## config.mk

```make
export PLATFORM = sky130hd
export DESIGN_NAME = sec_tick_receiver
export DESIGN_NICKNAME = d
export VERILOG_FILES = /design/src/rtl/evm_timer_pkg.sv /design/src/rtl/edge_sync.sv /design/src/rtl/sec_tick_receiver.sv
export SDC_FILE = /design/constraint.sdc
export NUM_CORES = 1
export LEC_CHECK = 0
export BUFFER_PORTS_ARGS = -buffer_cell sky130_fd_sc_hd__buf_2
export CAP_MARGIN = 20
export CORE_MARGIN = 2
export CORE_UTILIZATION = 44
export DETAILED_ROUTE_END_ITERATION = 8
export PLACE_DENSITY = 0.64
export SETUP_SLACK_MARGIN = 0.15
export SLEW_MARGIN = 20
export SYNTH_ARGS = -nofsm -noshare
export SYNTH_HDL_FRONTEND = slang
export SYNTH_SLANG_ARGS = --single-unit
```

## constraint.sdc

```tcl
create_clock -name clk_100MHz -period 2.75 [get_ports clk_100MHz]
set_input_delay 0.1375 -clock clk_100MHz [delete_from_list [all_inputs] [get_ports clk_100MHz]]
set_output_delay 0.1375 -clock clk_100MHz [all_outputs]
set_load 0.005 [all_outputs]
```

## src/rtl/evm_timer_pkg.sv

```systemverilog
`default_nettype none
// +----------------------------------------------------------------------+
// | Module      : evm_timer_pkg                                          |
// | Description : Shared types and default constants for the 1 Hz        |
// |               seconds-tick receiver and countdown timer.             |
// | Revision    : 1.0 - initial release                                  |
// +----------------------------------------------------------------------+
package evm_timer_pkg;

  // Countdown controller states
  typedef enum logic [1:0] {
    IDLE   = 2'd0,
    LOADED = 2'd1,
    RUN    = 2'd2
  } state_e;

  localparam int CLK_HZ_DEF = 100_000_000;
  localparam int SEC_W_DEF  = 8;

endpackage : evm_timer_pkg
`default_nettype wire

```

## src/rtl/edge_sync.sv

```systemverilog
`default_nettype none
// +----------------------------------------------------------------------+
// | Module      : edge_sync                                              |
// | Description : Two-flop synchronizer followed by a rising-edge        |
// |               detector with a registered one-cycle strobe output.    |
// |               Usable for any slow asynchronous level (1 Hz clock,    |
// |               push buttons).                                         |
// | Ports       : clk     - sampling clock, rising edge                  |
// |               rst_n   - asynchronous active-low reset                |
// |               i_async - asynchronous input level                     |
// |               o_tick  - one-cycle strobe per rising edge of i_async  |
// | Revision    : 1.0 - initial release                                  |
// +----------------------------------------------------------------------+
module edge_sync (
  input  logic clk,
  input  logic rst_n,
  input  logic i_async,
  output logic o_tick
);

  logic r_s1;
  logic r_s2;
  logic r_s2d;
  logic r_tick;

  // r_s1 may go metastable; only r_s2 and later stages are used as logic.
  always_ff @(posedge clk or negedge rst_n) begin
    if (!rst_n) begin
      r_s1   <= 1'b0;
      r_s2   <= 1'b0;
      r_s2d  <= 1'b0;
      r_tick <= 1'b0;
    end else begin
      r_s1   <= i_async;
      r_s2   <= r_s1;
      r_s2d  <= r_s2;
      r_tick <= r_s2 & ~r_s2d;
    end
  end

  assign o_tick = r_tick;

endmodule : edge_sync
`default_nettype wire

```

## src/rtl/sec_tick_receiver.sv

```systemverilog
`default_nettype none
// +----------------------------------------------------------------------+
// | Module      : sec_tick_receiver                                      |
// | Description : Brings the free-running 1 Hz square wave into the fast |
// |               clock domain, turns each rising edge into a tick       |
// |               strobe, runs a loadable seconds countdown and flags a  |
// |               stalled 1 Hz source.                                   |
// | Ports       : clk_100MHz - fast clock, rising edge                   |
// |               rst_n      - asynchronous active-low reset             |
// |               clk1       - 1 Hz square wave (asynchronous)           |
// |               load       - load countdown with load_sec              |
// |               load_sec   - seconds to load                           |
// |               start      - begin counting (from LOADED)              |
// |               abort      - cancel the countdown                      |
// |               tick       - one-cycle strobe per clk1 rising edge     |
// |               secs_left  - remaining seconds                         |
// |               busy       - countdown running                         |
// |               done       - one-cycle pulse on expiry                 |
// |               tick_lost  - sticky watchdog flag, cleared by load     |
// | Revision    : 1.0 - initial release                                  |
// +----------------------------------------------------------------------+
module sec_tick_receiver
  import evm_timer_pkg::*;
#(
  parameter int CLK_HZ     = CLK_HZ_DEF,
  parameter int GAP_CYCLES = CLK_HZ + CLK_HZ / 4,
  parameter int SEC_W      = SEC_W_DEF
) (
  input  logic             clk_100MHz,
  input  logic             rst_n,
  input  logic             clk1,
  input  logic             load,
  input  logic [SEC_W-1:0] load_sec,
  input  logic             start,
  input  logic             abort,
  output logic             tick,
  output logic [SEC_W-1:0] secs_left,
  output logic             busy,
  output logic             done,
  output logic             tick_lost
);

  localparam int               GAP_W    = $clog2(GAP_CYCLES + 1);
  localparam logic [GAP_W-1:0] GAP_LAST = GAP_W'(GAP_CYCLES - 1);

  logic             w_tick;
  state_e           r_state;
  state_e           w_state_nxt;
  logic [SEC_W-1:0] r_secs;
  logic [SEC_W-1:0] w_secs_nxt;
  logic             r_busy;
  logic             r_done;
  logic             w_done_nxt;
  logic [GAP_W-1:0] r_gap;
  logic [GAP_W-1:0] w_gap_nxt;
  logic             r_lost;

  edge_sync u_edge_sync (
    .clk     (clk_100MHz),
    .rst_n   (rst_n),
    .i_async (clk1),
    .o_tick  (w_tick)
  );

  // Next-state / countdown logic. abort outranks load, which outranks start.
  always_comb begin
    w_state_nxt = r_state;
    w_secs_nxt  = r_secs;
    w_done_nxt  = 1'b0;
    case (r_state)
      IDLE: begin
        if (!abort && load) begin
          w_secs_nxt = load_sec;
          if (load_sec != '0) w_state_nxt = LOADED;
        end
      end
      LOADED: begin
        if (abort) begin
          w_state_nxt = IDLE;
          w_secs_nxt  = '0;
        end else if (load) begin
          w_secs_nxt = load_sec;
          if (load_sec == '0) w_state_nxt = IDLE;
        end else if (start) begin
          w_state_nxt = RUN;
        end
      end
      RUN: begin
        if (abort) begin
          w_state_nxt = IDLE;
          w_secs_nxt  = '0;
        end else if (w_tick) begin
          if (r_secs == SEC_W'(1)) begin
            w_secs_nxt  = '0;
            w_done_nxt  = 1'b1;
            w_state_nxt = IDLE;
          end else if (r_secs != '0) begin
            // Guarded so the counter can never wrap below zero
            w_secs_nxt = r_secs - SEC_W'(1);
          end
        end
      end
      default: begin
        w_state_nxt = IDLE;
        w_secs_nxt  = '0;
      end
    endcase
  end

  // Gap counter restarts on each tick and saturates at its terminal value
  always_comb begin
    w_gap_nxt = r_gap;
    if (w_tick)                 w_gap_nxt = '0;
    else if (r_gap != GAP_LAST) w_gap_nxt = r_gap + GAP_W'(1);
  end

  always_ff @(posedge clk_100MHz or negedge rst_n) begin
    if (!rst_n) begin
      r_state <= IDLE;
      r_secs  <= '0;
      r_busy  <= 1'b0;
      r_done  <= 1'b0;
      r_gap   <= '0;
      r_lost  <= 1'b0;
    end else begin
      r_state <= w_state_nxt;
      r_secs  <= w_secs_nxt;
      // busy tracks the state register exactly, so derive it from the next state
      r_busy  <= (w_state_nxt == RUN);
      r_done  <= w_done_nxt;
      r_gap   <= w_gap_nxt;
      // The flag is raised on the edge the counter reaches its terminal value
      if (load)                         r_lost <= 1'b0;
      else if (w_gap_nxt == GAP_LAST)   r_lost <= 1'b1;
    end
  end

  assign tick      = w_tick;
  assign secs_left = r_secs;
  assign busy      = r_busy;
  assign done      = r_done;
  assign tick_lost = r_lost;

endmodule : sec_tick_receiver
`default_nettype wire

```

== Word level (Yosys, flattened, before mapping) ==
Cells that the tools add are included.

* Register bits: 44
* Input port bits: 14
* Logic and storage cells: 58

* Equal/unequal tests: 10
* Reduce and logical (&&, ||, !) cells: 8
* Add/sub/neg operators: 2
* Bitwise gates (word level): 2
* Muxes and demuxes: 26

{| class="wikitable"
|+ Operator list
! cell !! number
|-
| 8-bit two-way mux || 7
|-
| 27-bit two-way mux || 2
|-
| 27-bit by 1-bit adder with 27-bit output (second input constant) || 1
|-
| 27-bit equality test (second input constant) || 1
|-
| 27-bit != test (second input constant) || 1
|-
| 8-bit one-hot mux with 3 select lines || 1
|-
| 2-bit two-way mux || 9
|-
| 8-bit nonzero test || 2
|-
| 8-bit by 1-bit equality test with 1-bit output (second input constant) || 1
|-
| 8-bit zero test || 1
|-
| 8-bit by 1-bit subtractor with 8-bit output (second input constant) || 1
|-
| 1-bit two-way mux || 6
|-
| 2-bit one-hot mux with 3 select lines || 1
|-
| 2-bit equality test (second input constant) || 2
|-
| 4-bit != test (second input constant) || 1
|-
| 4-bit AND reduction || 1
|-
| 3-bit by 2-bit != test with 1-bit output (second input constant) || 1
|-
| 3-bit != test (second input constant) || 1
|-
| 2-bit by 1-bit equality test with 1-bit output (second input constant) || 1
|-
| 2-bit zero test || 1
|-
| 2-bit != test (second input constant) || 1
|-
| 2-bit nonzero test || 1
|-
| 1-bit bitwise AND || 1
|-
| 1-bit logical AND || 1
|-
| 2 further kinds || 2
|}

== Depth between registers and ports, before layout ==
* Depth after elaboration: 6
* Gate-level depth with buffers: 9
* Mapped depth without buffers: 8

== Cells and area by module ==
Synthesis repeated with hierarchy kept, for this count alone.

* Cell total of the unflattened synthesis: 264
* Area, all modules: 2478.6 sq um

{| class="wikitable"
|+ Modules (own cells, without submodules)
! module !! times used !! area each (sq um) !! sequential area each (sq um) !! cells an instance
|-
| sec_tick_receiver || 1 || 2364.8 || 1001.0 || 259
|-
| edge_sync || 1 || 113.9 || 100.1 || 5
|}

== Least setup slack after synthesis ==
OpenSTA, ideal clock, no wires.

* Path type: register to register
* From: reg r_gap[11]
* To: reg r_lost (netlist: tick_lost)
* Cell stages (with the launch flop): 8
* Slack: 0.605 ns
* Buffers on the path: 0
* Arrival time: 2.042 ns
* Setup time: 0.104 ns
* Cell sequence: dfrtp_1 nand3_2 or3_4 or4_4 a21oi_2 nor4b_2 nand4_1 o41ai_2

* Longest elaborated chain between the ends: 5

{| class="wikitable"
|+ RTL lines
! element !! RTL line !! source
|-
| from (decl) || sec_tick_receiver.sv:54 || <nowiki>logic [GAP_W-1:0] r_gap;</nowiki>
|-
| from (signal assigned) || sec_tick_receiver.sv:131 || <nowiki>r_gap <= w_gap_nxt;</nowiki>
|-
| 27-bit by 1-bit adder with 27-bit output / 27-bit != test (equally long branches) || sec_tick_receiver.sv:114 || <nowiki>else if (r_gap != GAP_LAST) w_gap_nxt = r_gap + GAP_W'(1);</nowiki>
|-
| 27-bit two-way mux * || sec_tick_receiver.sv:114 ||
|-
| 27-bit two-way mux * || sec_tick_receiver.sv:113 || <nowiki>if (w_tick) w_gap_nxt = '0;</nowiki>
|-
| net w_gap_nxt[22] || sec_tick_receiver.sv:55 || <nowiki>logic [GAP_W-1:0] w_gap_nxt;</nowiki>
|-
| 27-bit equality test * || sec_tick_receiver.sv:134 || <nowiki>else if (w_gap_nxt == GAP_LAST) r_lost <= 1'b1;</nowiki>
|-
| 2-bit nonzero test (no line) * || - ||
|-
| to (signal assigned) || sec_tick_receiver.sv:124 || <nowiki>r_lost <= 1'b0;</nowiki>
|-
| to (signal assigned) || sec_tick_receiver.sv:133 || <nowiki>if (load) r_lost <= 1'b0;</nowiki>
|-
| to (signal assigned) || sec_tick_receiver.sv:134 ||
|-
| to (decl) || sec_tick_receiver.sv:56 || <nowiki>logic r_lost;</nowiki>
|}

The timed path passes the listed nets; every way through them passes the cells marked *.
A chain may end at the register's enable or synchronous reset.

== Final worst setup path ==
* From: reg r_gap[3]
* To: reg r_lost (netlist: tick_lost)

Same word-level chain as after synthesis.

==> metrics <==
P_leak=about 1.3 nW; number of synthesized flops with an enable pin=0; final net count=around 330; ranking of synthesized cells by area=dfrtp_1, nor2_1, xor2_1; prevailing post-synth register cell=dfrtp_1; Syn Nets=304; ant diodes=0; number of global-route vias before repair=between 2000 and 2500; ANT nets after route=0; pre-CTS setup slack=0.394 ns; TritonCTS sink count=44; element type at the critical path start=flop; row count=28; most common cell after layout, fill and taps aside=nor2_1; syn avg cell area=~9 µm²; Power Density=~530 nW/µm²; final setup TNS=0 ns; # setup viols final=0; Worst Path Arrival=around 2.6 ns; Cells after Synth=about 290; global route total overflow=0; drt total wl=approximately 6000 µm; DRT iter0 DRCs=147; CTS tree=built; CP max FO=7; asr flop ratio synth=between 90% and 100%; final hold slack=0.0652 ns; outcome=completed; setup slack after layout=between 0.3 and 0.4 ns; final slew viol count=0; Hold Fails Final Rpt=0; dpl hpwl=4340 µm; unique cell type count in the Yosys netlist=59; Worst-Skew Late Latency=0.31 ns; register area share after synthesis=42.1%; VDD IR max=slightly above 0.3 mV; I/O Buffers=25; DR DRC count=0; cell family with most CP delay=simple AND/OR/NAND/NOR gates; vias=~2200; Via density=between 5 and 6; area growth from synthesis to layout=12.7%; WS Path Type=flop to flop; fillers=between 500 and 600; total CTS buffers=5; Final period util=approximately 86%; Root Buffer=clkbuf_8; fin cells=between 300 and 400; share of cells above drive strength 1=a little under a fifth; average wire per standard cell=15.1 µm; Synth warnings=0; Power, Total=between 1.5 and 2 mW; CP max stage delay=0.46 ns; Worst path slowest cell=dfrtp_1; initial core utilization=between 40 and 50%; Seq cells post-synth=44; RSZ-0062 raised after global routing=false; dominant cell type by area after synthesis=dfrtp_1; Setup crit end kind=flop; Total GRT Usage=19.6%; Max Clock Skew=~0.0084 ns; CTS resizes=0; Top Ports=26; largest net degree at the start of global routing=45; Period minus WS final=2.35 ns; most frequent cells in the layout=nor2_1, dfrtp_1, buf_2, nand2_1, o21ai_0; Die Wd=about 81 µm; CTS Hold Bufs=1; worst slew pin tran=0.599 ns; Routability Congestion=~0.88; Max Cap Viol=0; Clock transition at path regs=roughly 0.090 ns; CP cell instances=and4_1 > nand4_2 > or4_4 > a21oi_2 > nor4b_2 > nand4_1 > o41ai_2; clock buffer depth=2; core box area=5820 µm²; CP required=a little under 3 ns; fmax=425 MHz; worst min path class=input pin to flop; die area=6570 µm²; first-pass GRT wire length=approximately 10000 µm; H-tree levels=2; dpl cells=382; post-CTS setup buffers=0; Bufs and invs on worst path=0; initial antenna violation count=0; top cell type's share of synthesized area=42.1%; Post-Syn Area=2610 µm²; drt first pass iters=5; relative slew slack=between 60% and 70%; Die Y-Extent=81.1 µm
-- cells in the mapped netlist, types with 4 or more instances --
cell type / count
xnor2_1: 9
o21ai_0: 17
nor3_1: 9
clkbuf_1: 4
nand3_1: 10
a22oi_1: 6
nor4_1: 6
nand2_1: 20
inv_1: 8
a21oi_1: 12
dfrtp_1: 44
nand4_1: 7
xor2_1: 14
nor2b_1: 4
nor2_1: 50
-- sequential cells by signal, summed over array words and instances (netlist names) --
| name | count |
|---|---|
| u_edge_sync.r_s2 | 1 |
| r_state | 2 |
| u_edge_sync.r_s2d | 1 |
| tick_lost | 1 |
| u_edge_sync.r_s1 | 1 |
| secs_left | 8 |
| done | 1 |
| u_edge_sync.o_tick | 1 |
| busy | 1 |
| r_gap | 27 |
-- stage by stage --
step | utilization, % | instance area [µm²]
floorplan | - | 2610
global placement | 48.3 | 2810
detailed placement | 48.3 | 2810
CTS | 50.4 | 2930
global route | 50.6 | 2940
finish | 50.6 | 2940
-- final cells by class --
class                   count  area (µm²)  share of cell area, %
multi-input cells         224        1410                   47.9
well taps                  75        93.8                   3.19
clock buffers               5        68.8                   2.34
clock inverters             3        46.3                   1.57
inverters                   8        30.0                   1.02
repair buffers             33         193                   6.54
flip-flops and latches     44        1100                   37.4
-- routing by layer --
| layer | global-route usage (%) | vias to the layer above | part of all wire [%] |
|---|---|---|---|
| met5 | 0 | - | 0 |
| met4 | 7.29 | 0 | 1.8 |
| met3 | 4.78 | 12 | 4.6 |
| met2 | 29.2 | 66 | 46 |
| met1 | 27.5 | 1050 | 48 |
| li1 | - | 1078 | - |
-- power by group --
| group | total (mW) | internal [mW] | switching [mW] | leakage [nW] |
|---|---|---|---|---|
| Clock | 0.510 | 0.274 | 0.237 | 0.0548 |
| Combinational | 0.289 | 0.122 | 0.167 | 0.645 |
| Sequential | 0.761 | 0.694 | 0.0672 | 0.588 |
| Total | 1.56 | 1.09 | 0.471 | 1.29 |
-- final timing paths --
kind                                        from               end  slack (ns)  cells past startpoint
worst max-delay path                    r_gap[3]         tick_lost        0.40                      7
worst min-delay path                       abort              busy        0.07                      2
worst max register to register          r_gap[3]         tick_lost        0.40                      7
worst min register to register  u_edge_sync.r_s1  u_edge_sync.r_s2        0.36                      0
max in group asynchronous                  rst_n  u_edge_sync.r_s2        2.01                      2
min in group asynchronous                  rst_n         r_gap[19]        0.37                      2
-- cell families after synthesis --
logic type               count (synthesis)  synth area share, %
AND/OR/NAND/NOR                        141                 29.5
XOR/XNOR                                23                 7.71
adder cells (fa/ha/maj)                  3                 1.44
AO/OA/AOI/OAI                           53                 13.7
buffers and inverters                   19                 3.83
multiplexers                             4                 1.63
flip-flops                              44                 42.1
No activity file was read; power rests on OpenSTA's default activity.
